$ cat src/rtl/alu_issue_stage.sv
// Decode/issue stage: decodes the instruction, selects/bypasses operands, registers src1/src2/func for the ALU.
// Latency: 1 cycle from an accepted valid_i to valid_o.
// Backpressure: ready_o = !valid_o || ready_i; outputs hold while valid_o && !ready_i; flush_i drops the held entry.
//
// Ports:
//   clk, reset                    clock, asynchronous active-high reset
//   valid_i / ready_o             upstream handshake (instr_i, pc_i, rs1/rs2_data_i)
//   ex_fwd_* / wb_fwd_*           EX/MEM and MEM/WB bypass sources (EX wins)
//   flush_i                       kill the registered instruction
//   ready_i / valid_o             downstream (ALU) handshake
//   src1_o, src2_o, func_o, rd_o, illegal_o   registered ALU operands and control
module alu_issue_stage #(
    parameter bit FWD_EN = 1'b1
) (
    input  logic        clk,
    input  logic        reset,
    input  logic        valid_i,
    output logic        ready_o,
    input  logic [31:0] instr_i,
    input  logic [31:0] pc_i,
    input  logic [31:0] rs1_data_i,
    input  logic [31:0] rs2_data_i,
    input  logic        ex_fwd_we_i,
    input  logic [4:0]  ex_fwd_rd_i,
    input  logic [31:0] ex_fwd_data_i,
    input  logic        wb_fwd_we_i,
    input  logic [4:0]  wb_fwd_rd_i,
    input  logic [31:0] wb_fwd_data_i,
    input  logic        flush_i,
    input  logic        ready_i,
    output logic        valid_o,
    output logic [31:0] src1_o,
    output logic [31:0] src2_o,
    output logic [3:0]  func_o,
    output logic [4:0]  rd_o,
    output logic        illegal_o
);

    localparam logic [6:0] OPC_OP     = 7'b0110011;
    localparam logic [6:0] OPC_OP_IMM = 7'b0010011;
    localparam logic [6:0] OPC_LUI    = 7'b0110111;
    localparam logic [6:0] OPC_AUIPC  = 7'b0010111;
    localparam logic [6:0] OPC_JAL    = 7'b1101111;
    localparam logic [6:0] OPC_JALR   = 7'b1100111;
    localparam logic [6:0] OPC_BRANCH = 7'b1100011;

    localparam logic [3:0] FN_ADD  = 4'h0;
    localparam logic [3:0] FN_SUB  = 4'h1;
    localparam logic [3:0] FN_XOR  = 4'h2;
    localparam logic [3:0] FN_OR   = 4'h3;
    localparam logic [3:0] FN_AND  = 4'h4;
    localparam logic [3:0] FN_SLTU = 4'h5;
    localparam logic [3:0] FN_SLT  = 4'h6;
    localparam logic [3:0] FN_SLL  = 4'h7;
    localparam logic [3:0] FN_SRL  = 4'h8;
    localparam logic [3:0] FN_SRA  = 4'h9;
    localparam logic [3:0] FN_EQ   = 4'hA;
    localparam logic [3:0] FN_NE   = 4'hB;
    localparam logic [3:0] FN_GEU  = 4'hC;
    localparam logic [3:0] FN_GE   = 4'hD;
    localparam logic [3:0] FN_LINK = 4'hE;
    localparam logic [3:0] FN_PASS = 4'hF;

    logic [6:0]  opcode;
    logic [2:0]  funct3;
    logic        alt;
    logic [4:0]  rs1_idx;
    logic [4:0]  rs2_idx;
    logic [4:0]  rd_idx;
    logic [31:0] imm_i;
    logic [31:0] imm_u;
    logic [31:0] rs1_val;
    logic [31:0] rs2_val;

    logic [31:0] dec_src1;
    logic [31:0] dec_src2;
    logic [3:0]  dec_func;
    logic [4:0]  dec_rd;
    logic        dec_illegal;
    logic        load;

    assign opcode  = instr_i[6:0];
    assign funct3  = instr_i[14:12];
    assign alt     = instr_i[30];
    assign rs1_idx = instr_i[19:15];
    assign rs2_idx = instr_i[24:20];
    assign rd_idx  = instr_i[11:7];
    assign imm_i   = {{20{instr_i[31]}}, instr_i[31:20]};
    assign imm_u   = {instr_i[31:12], 12'b0};

    // x0 reads as zero even if a bypass source claims to write it.
    function automatic logic [31:0] pick_operand(input logic [4:0]  idx,
                                                 input logic [31:0] rf_data);
        logic [31:0] val;
        if (idx == 5'd0)
            val = 32'd0;
        else if (FWD_EN && ex_fwd_we_i && (ex_fwd_rd_i == idx))
            val = ex_fwd_data_i;
        else if (FWD_EN && wb_fwd_we_i && (wb_fwd_rd_i == idx))
            val = wb_fwd_data_i;
        else
            val = rf_data;
        return val;
    endfunction

    // Shared funct3 map for OP and OP-IMM; sub is only reachable from OP.
    function automatic logic [3:0] arith_func(input logic [2:0] f3,
                                              input logic       sub_en,
                                              input logic       sra_en);
        logic [3:0] fn;
        case (f3)
            3'b000:  fn = sub_en ? FN_SUB : FN_ADD;
            3'b001:  fn = FN_SLL;
            3'b010:  fn = FN_SLT;
            3'b011:  fn = FN_SLTU;
            3'b100:  fn = FN_XOR;
            3'b101:  fn = sra_en ? FN_SRA : FN_SRL;
            3'b110:  fn = FN_OR;
            default: fn = FN_AND;
        endcase
        return fn;
    endfunction

    assign rs1_val = pick_operand(rs1_idx, rs1_data_i);
    assign rs2_val = pick_operand(rs2_idx, rs2_data_i);

    always_comb begin
        dec_src1    = 32'd0;
        dec_src2    = 32'd0;
        dec_func    = FN_PASS;
        dec_rd      = 5'd0;
        dec_illegal = 1'b0;
        case (opcode)
            OPC_OP: begin
                dec_src1 = rs1_val;
                dec_src2 = rs2_val;
                dec_func = arith_func(funct3, alt, alt);
                dec_rd   = rd_idx;
            end
            OPC_OP_IMM: begin
                dec_src1 = rs1_val;
                dec_src2 = imm_i;
                dec_func = arith_func(funct3, 1'b0, alt);
                dec_rd   = rd_idx;
            end
            OPC_LUI: begin
                dec_src2 = imm_u;
                dec_func = FN_ADD;
                dec_rd   = rd_idx;
            end
            OPC_AUIPC: begin
                dec_src1 = pc_i;
                dec_src2 = imm_u;
                dec_func = FN_ADD;
                dec_rd   = rd_idx;
            end
            OPC_JAL, OPC_JALR: begin
                // ALU produces the link address pc+4; target is computed elsewhere.
                dec_src1 = pc_i;
                dec_func = FN_LINK;
                dec_rd   = rd_idx;
            end
            OPC_BRANCH: begin
                case (funct3)
                    3'b000:  dec_func = FN_EQ;
                    3'b001:  dec_func = FN_NE;
                    3'b100:  dec_func = FN_SLT;
                    3'b101:  dec_func = FN_GE;
                    3'b110:  dec_func = FN_SLTU;
                    3'b111:  dec_func = FN_GEU;
                    default: dec_illegal = 1'b1;
                endcase
                if (!dec_illegal) begin
                    dec_src1 = rs1_val;
                    dec_src2 = rs2_val;
                end
            end
            default: dec_illegal = 1'b1;
        endcase
    end

    assign ready_o = !valid_o || ready_i;
    assign load    = valid_i && ready_o;

    // Flush wins over load; on drain or flush only the valid/illegal flags move,
    // the operand registers keep their last values.
    always_ff @(posedge clk or posedge reset) begin
        if (reset) begin
            valid_o   <= 1'b0;
            src1_o    <= 32'd0;
            src2_o    <= 32'd0;
            func_o    <= FN_PASS;
            rd_o      <= 5'd0;
            illegal_o <= 1'b0;
        end else if (flush_i) begin
            valid_o   <= 1'b0;
            illegal_o <= 1'b0;
        end else if (load) begin
            valid_o   <= 1'b1;
            src1_o    <= dec_src1;
            src2_o    <= dec_src2;
            func_o    <= dec_func;
            rd_o      <= dec_rd;
            illegal_o <= dec_illegal;
        end else if (ready_i) begin
            valid_o   <= 1'b0;
        end
    end

endmodule

$ cat config.mk
export PLATFORM = sky130hd
export DESIGN_NAME = alu_issue_stage
export DESIGN_NICKNAME = d
export VERILOG_FILES = /design/src/rtl/alu_issue_stage.sv
export SDC_FILE = /design/constraint.sdc
export NUM_CORES = 1
export LEC_CHECK = 0
export ABC_AREA = 1
export CORE_MARGIN = 2
export CORE_UTILIZATION = 42
export DETAILED_ROUTE_END_ITERATION = 10
export PLACE_DENSITY_LB_ADDON = 0.1
export SYNTH_ARGS = -nofsm -noshare
export SYNTH_HDL_FRONTEND = slang
export SYNTH_SLANG_ARGS = --single-unit
$ cat constraint.sdc
create_clock -name clk -period 3.42 [get_ports clk]
set_clock_uncertainty 0.15 [all_clocks]
set_input_delay 0.513 -clock clk [delete_from_list [all_inputs] [get_ports clk]]
set_output_delay 0.513 -clock clk [all_outputs]
set_load 0.01 [all_outputs]
==> results of run 1 <==
[final cells by class]
class / instances / area [um^2]
Tap cell: 180 / 225
Clock buffer: 9 / 225
Clock inverter: 7 / 124
Sequential cell: 75 / 1880
Timing Repair Buffer: 302 / 3040
Fill cell: 1314 / 4600
Inverter: 59 / 223
Multi-Input combinational cell: 879 / 3670
[logic make-up (layout without fill, tap and decap cells)]
logic type | after synthesis | after routing | share of synthesized area (%)
simple gates | 844 | 844 | 57.1
buf+inv | 117 | 377 | 8.78
flops | 75 | 75 | 30.9
compound gates | 35 | 35 | 3.13
[registers in the layout, summed over array words and instances, names as in the netlist]
| signal | flops |
|---|---|
| src2_o | 32 |
| illegal_o | 1 |
| valid_o | 1 |
| src1_o | 32 |
| rd_o | 5 |
| func_o | 4 |
[power groups by stage]
| stage | clock network [mW] | logic (mW) | registers (mW) |
|---|---|---|---|
| floorplan | 0 | 0.232 | 0.954 |
| global placement | 0 | 0.653 | 0.943 |
| detailed placement | 0 | 0.651 | 0.943 |
| CTS | 1.15 | 0.655 | 0.928 |
| global route | 1.19 | 0.711 | 0.931 |
| finish | 1.14 | 0.657 | 0.928 |
[per-layer routing]
metal / wire (um) / GRT usage (%)
met1: 10300 / 43.6
met2: 11800 / 52.9
met3: 2530 / 6.70
met4: 534 / 9.39
met5: 16 / 0
[synthesized netlist by cell type (all sizes together)]
cell type,n
nand3b,1
o21ai,23
dfstp,4
inv,59
nor3,5
nand3,150
nand2,524
a21boi,1
dfrtp,71
o21a,2
nand4,5
or2,2
a21oi,8
clkbuf,13
nor2,156
o22a,1
and2,1
buf,45
[critical path, delay by kind of cell]
family | cells | cell delay [ns]
simple gates | 10 | 1.43
buf+inv | 2 | 0.73
[path summary, 6_finish.rpt]
check	start	end	slack, ns	depth (start not counted)
max in group asynchronous	reset	func_o[3]$_DFFE_PP1P_	2.03	3
min	src1_o[19]$_DFFE_PP0P_	src1_o[19]$_DFFE_PP0P_	0.32	2
max reg2reg	valid_o$_DFFE_PP0P_	illegal_o$_DFFE_PP0P_	1.57	6
min reg2reg	src1_o[19]$_DFFE_PP0P_	src1_o[19]$_DFFE_PP0P_	0.32	2
max	instr_i[22]	src2_o[17]$_DFFE_PP0P_	0.79	12
min in group asynchronous	reset	valid_o$_DFFE_PP0P_	0.40	2
[stage by stage]
step	power [mW]	area, um^2	setup slack, ns	hold slack (ns)
6_report	2.72	9390	0.793	0.325
5_1_grt	2.83	9390	0.587	0.343
4_1_cts	2.73	9390	0.813	0.331
3_5_place_dp	1.59	9040	0.453	0.314
3_3_place_gp	1.60	9040	0.469	0.302
2_1_floorplan	1.19	6080	0.854	0.315
==> results.sh, run 1 <==
export IMPL_critPathArrivalTime_ns=2.71
export IMPL_clockPowerShare_pct=41.8
export IMPL_timing_fmax_mhz=381
export IMPL_sequentialPowerShare_pct=34.1
export IMPL_slowest_delay_ns=0.65
export IMPL_die_w_um=124
export IMPL_firstDrtPassIters=6
export IMPL_post_cts_buffers=0
export IMPL_cts_root_buf="clkbuf_16"
export IMPL_power_leakage_nw=4.92
export IMPL_yosys_warnings=0
export IMPL_n_antenna_cell=0
export IMPL_place_congestion=0.951
export IMPL_vdd_drop_max_v=0.000225
export IMPL_cp_start_kind="input pin"
export IMPL_hold_path_class="reg2reg"
export IMPL_cts_tree="yes"
export IMPL_path_clk_slew_ns=0.06
export IMPL_drv_cap=0
export IMPL_p_per_area_mw_per_mm2=290
export IMPL_finalHoldViolCount=0
export IMPL_grt_use_total_pct=32.4
export IMPL_drive_above_1_share_pct=6.54
export IMPL_cp_max_fo=64
export IMPL_max_slew_margin_rel_pct=47.2
export IMPL_design_core_area_mm2=0.0140
export IMPL_p_comb_share_pct=24.1
export IMPL_synth_seq_area_share_pct=30.9
export IMPL_netlist_instances=1071
export IMPL_area_growth_pct=54.4
export IMPL_netlist_area_mm2=0.00608
export IMPL_synth_avg_cell_area_um2=5.68
export IMPL_ctsResizeCount=0
export IMPL_ant_nets=0
export IMPL_placed_cells=1495
export IMPL_worstMarginPinSlew_ns=0.792
export IMPL_yosysTopAreaCellShare_pct=32.0
export IMPL_wl_per_cell_um=16.7
export IMPL_pin_count=285
export IMPL_core_rowCount=43
export IMPL_power_net_switching_mw=0.747
export IMPL_cp_slowest_cell="clkdlybuf4s50_1"
export IMPL_period_share_pct=76.8
export IMPL_final_util_pct=67.1
export IMPL_period_needed_ns=2.63
export IMPL_swShare_pct=27.4
export IMPL_cts_buffer_depth=2
export IMPL_grt_pass1_vias=7401
export IMPL_die_y_um=124
export IMPL_path_common_cell="nand2_1"
export IMPL_viasPerCell=5.24
export IMPL_setup_worst_path_end_class="flop"
export IMPL_rsz0062_at_grt="false"
export IMPL_route_detailed_drc=0
export IMPL_antenna_found_initial=1
export IMPL_hpwl_um=19500
export IMPL_synth_top_cell_by_area="nand2_1"
export IMPL_drtIter0Drc=853
export IMPL_initial_core_util_pct=43.5
export IMPL_layout_common_cells="nand2_1, clkdlybuf4s50_1, nor2_1, nand3_1, dfrtp_1"
export IMPL_setup_viol=0
export IMPL_final_common_cell="nand2_1"
export IMPL_internal_power_mw=1.98
export IMPL_holdBufCountCts=0
export IMPL_ys_types=32
export IMPL_setup_worst_path_class="in2reg"
export IMPL_cts_buffers=9
export IMPL_grt_ovfl_total=0
export IMPL_final_cells=1511
export IMPL_fin_setup_tns_ns=0
export IMPL_vias=7911
export IMPL_final_max_slew_viol_count=0
export IMPL_cts_htree_levels=3
export IMPL_grt_pass1_wl_um=39800
export IMPL_ys_seq_elements=75
export IMPL_grt_start_max_net_pins=72
export IMPL_cp_required_ns=3.50
export IMPL_wirelength_um=25200
export IMPL_syn_nets=1280
export IMPL_clkSinkCount=75
export IMPL_netlist_top_cells_area="nand2_1, dfrtp_1, nand3_1, nor2_1, buf_2"
export IMPL_final_nets=1535
export IMPL_outcome="completed"
export IMPL_path_cells="clkdlybuf4s50_1 -> inv_2 -> nand2_1 -> nand2_1 -> nor2_2 -> nand3_4 -> nor2_1 -> nor2_1 -> nand2_1 -> nand2_1 -> nand2_1 -> nand2_1"
export IMPL_placement_io_buffers=284
export IMPL_clkLatencyLatePin_ns=0.35
export IMPL_die_area_mm2=0.0155
(Power assumes the default switching activity.)
==> inputs of run 2 (changes only) <==
--- a/config.mk
+++ b/config.mk
@@ -7,7 +7,7 @@
 export LEC_CHECK = 0
 export ABC_AREA = 1
 export CORE_MARGIN = 2
-export CORE_UTILIZATION = 42
+export CORE_UTILIZATION = 38
 export DETAILED_ROUTE_END_ITERATION = 10
 export PLACE_DENSITY_LB_ADDON = 0.1
 export SYNTH_ARGS = -nofsm -noshare
==> constraint.sdc (replaced) <==
create_clock -name clk -period 2.2 [get_ports clk]
set_clock_uncertainty 0.15 [all_clocks]
set_input_delay 0.33 -clock clk [delete_from_list [all_inputs] [get_ports clk]]
set_output_delay 0.33 -clock clk [all_outputs]
set_load 0.01 [all_outputs]
==> results.sh, run 2 (synthesis results as in run 1) <==
export IMPL_outcome="completed"
export IMPL_fin_setup_tns_ns=0
export IMPL_grt_pass1_vias=7421
export IMPL_power_leakage_nw=5.09
export IMPL_drv_cap=0
export IMPL_place_congestion=0.971
export IMPL_period_share_pct=94.0
export IMPL_cts_htree_levels=3
export IMPL_worstMarginPinSlew_ns=0.831
export IMPL_antenna_found_initial=2
export IMPL_grt_use_total_pct=30.1
export IMPL_max_slew_margin_rel_pct=44.6
export IMPL_layout_common_cells="nand2_1, clkdlybuf4s50_1, nor2_1, nand3_1, dfrtp_1"
export IMPL_cts_buffers=9
export IMPL_clockPowerShare_pct=36.9
export IMPL_vdd_drop_max_v=0.000334
export IMPL_sequentialPowerShare_pct=36.1
export IMPL_setup_worst_path_end_class="flop"
export IMPL_viasPerCell=5.00
export IMPL_cp_start_kind="input pin"
export IMPL_internal_power_mw=2.78
export IMPL_reg2reg_slack_ns=0.49
export IMPL_power_net_switching_mw=1.22
export IMPL_biggestRegsByFlops="src1_o x32, src2_o x32, rd_o x5"
export IMPL_r2r_end="src1_o[30]$_DFFE_PP0P_"
export IMPL_hold_path_class="in2async"
export IMPL_finalHoldViolCount=0
export IMPL_drive_above_1_share_pct=8.80
export IMPL_period_needed_ns=2.07
export IMPL_cp_max_fo=32
export IMPL_reg2reg_from="valid_o$_DFFE_PP0P_"
export IMPL_design_core_area_mm2=0.0158
export IMPL_post_cts_buffers=0
export IMPL_core_rowCount=46
export IMPL_post_place_ws_ns=-0.225
export IMPL_die_y_um=131
export IMPL_cts_tree="yes"
export IMPL_placed_cells=1564
export IMPL_ctsResizeCount=0
export IMPL_area_growth_pct=60.7
export IMPL_clkLatencyLatePin_ns=0.35
export IMPL_final_nets=1568
export IMPL_critPathArrivalTime_ns=2.16
export IMPL_timing_fmax_mhz=483
export IMPL_pin_count=285
export IMPL_placement_io_buffers=284
export IMPL_p_comb_share_pct=27.0
export IMPL_cts_buffer_depth=2
export IMPL_die_w_um=131
export IMPL_clkSinkCount=75
export IMPL_fillerInstances=1580
export IMPL_cp_required_ns=2.29
export IMPL_drtIter0Drc=599
export IMPL_p_per_area_mw_per_mm2=409
export IMPL_vias=7908
export IMPL_grt_start_max_net_pins=76
export IMPL_setup_viol=0
export IMPL_total_power_mw=4.00
export IMPL_r2r_cells=6
export IMPL_die_area_mm2=0.0170
export IMPL_cts_root_buf="clkbuf_16"
export IMPL_wl_per_cell_um=16.4
export IMPL_hpwl_um=19900
export IMPL_initial_core_util_pct=38.6
export IMPL_holdBufCountCts=0
export IMPL_route_detailed_drc=0
export IMPL_setup_ws_ns=0.131
export IMPL_swShare_pct=30.5
export IMPL_grt_pass1_wl_um=39200
export IMPL_firstDrtPassIters=6
export IMPL_final_cells=1581
export IMPL_ant_nets=0
export IMPL_path_clk_slew_ns=0.07
export IMPL_final_max_slew_viol_count=0
export IMPL_grt_ovfl_total=0
export IMPL_setup_worst_path_class="in2reg"
export IMPL_rsz0062_at_grt="false"
export IMPL_wirelength_um=25900
export IMPL_final_common_cell="nand2_1"
[run 2: layout make-up]
cell class,instances,area [um^2],share of cell area (%)
Sequential cell,75,1880,19.2
Tap cell,216,270,2.76
Multi-Input combinational cell,879,3690,37.7
Inverter,59,225,2.30
Clock inverter,7,57.6,0.589
Timing Repair Buffer,335,3430,35.0
Clock buffer,9,225,2.30
Antenna cell,1,2.50,0.0256
[run 2: power groups by stage]
stage / Clock (mW) / Sequential, mW / Combinational (mW)
2_1_floorplan: 0 / 1.48 / 0.361
3_3_place_gp: 0 / 1.47 / 1.08
3_5_place_dp: 0 / 1.47 / 1.07
4_1_cts: 1.50 / 1.44 / 1.08
5_1_grt: 1.55 / 1.45 / 1.17
6_report: 1.48 / 1.44 / 1.08
[run 2: worst max-delay path, cell delays in order]
cell,delay (ns)
clkdlybuf4s50_1,0.47
buf_4,0.17
nor3_1,0.22
nand3_1,0.25
nand2_8,0.29
nor2_1,0.08
nand2_1,0.07
nand2_1,0.08
nand2_1,0.10
nand2_1,0.06
[run 2: how the worst max path moves through the flow]
stage,start,end,cells past startpoint
final,instr_i[23],src2_o[12]$_DFFE_PP0P_,10
after global routing,instr_i[23],src2_o[12]$_DFFE_PP0P_,10
after CTS,instr_i[23],src2_o[12]$_DFFE_PP0P_,10
after detailed placement,instr_i[23],src2_o[12]$_DFFE_PP0P_,10
after global placement,instr_i[23],src2_o[12]$_DFFE_PP0P_,10
after floorplan,valid_o$_DFFE_PP0P_,src1_o[11]$_DFFE_PP0P_,6
[run 2: metrics by stage]
step,instance area (um^2),hold WS (ns),util (%)
after CTS,9760,0.313,61.9
after global routing,9770,0.341,62.0
after detailed placement,9480,0.301,60.1
after global placement,9480,0.300,60.1
final,9780,0.309,62.0
after floorplan,6090,0.243,-
[run 2: layer usage]
layer | track usage, % | wire [um] | vias up | part of all wire, %
met5 | 0 | 0 | - | 0
met4 | 11.6 | 816 | 0 | 3.2
met3 | 6.11 | 2250 | 45 | 8.7
met2 | 49.8 | 12100 | 358 | 47
met1 | 38.9 | 10700 | 3603 | 41
li1 | - | - | 3902 | -
==> inputs of run 3 (changes only) <==
--- a/config.mk
+++ b/config.mk
@@ -10,6 +10,7 @@
 export CORE_UTILIZATION = 38
 export DETAILED_ROUTE_END_ITERATION = 10
 export PLACE_DENSITY_LB_ADDON = 0.1
+export SLEW_MARGIN = 20
 export SYNTH_ARGS = -nofsm -noshare
 export SYNTH_HDL_FRONTEND = slang
 export SYNTH_SLANG_ARGS = --single-unit
==> results of run 3 <==
Final layout, timing and power as in run 2 (identical DEF).
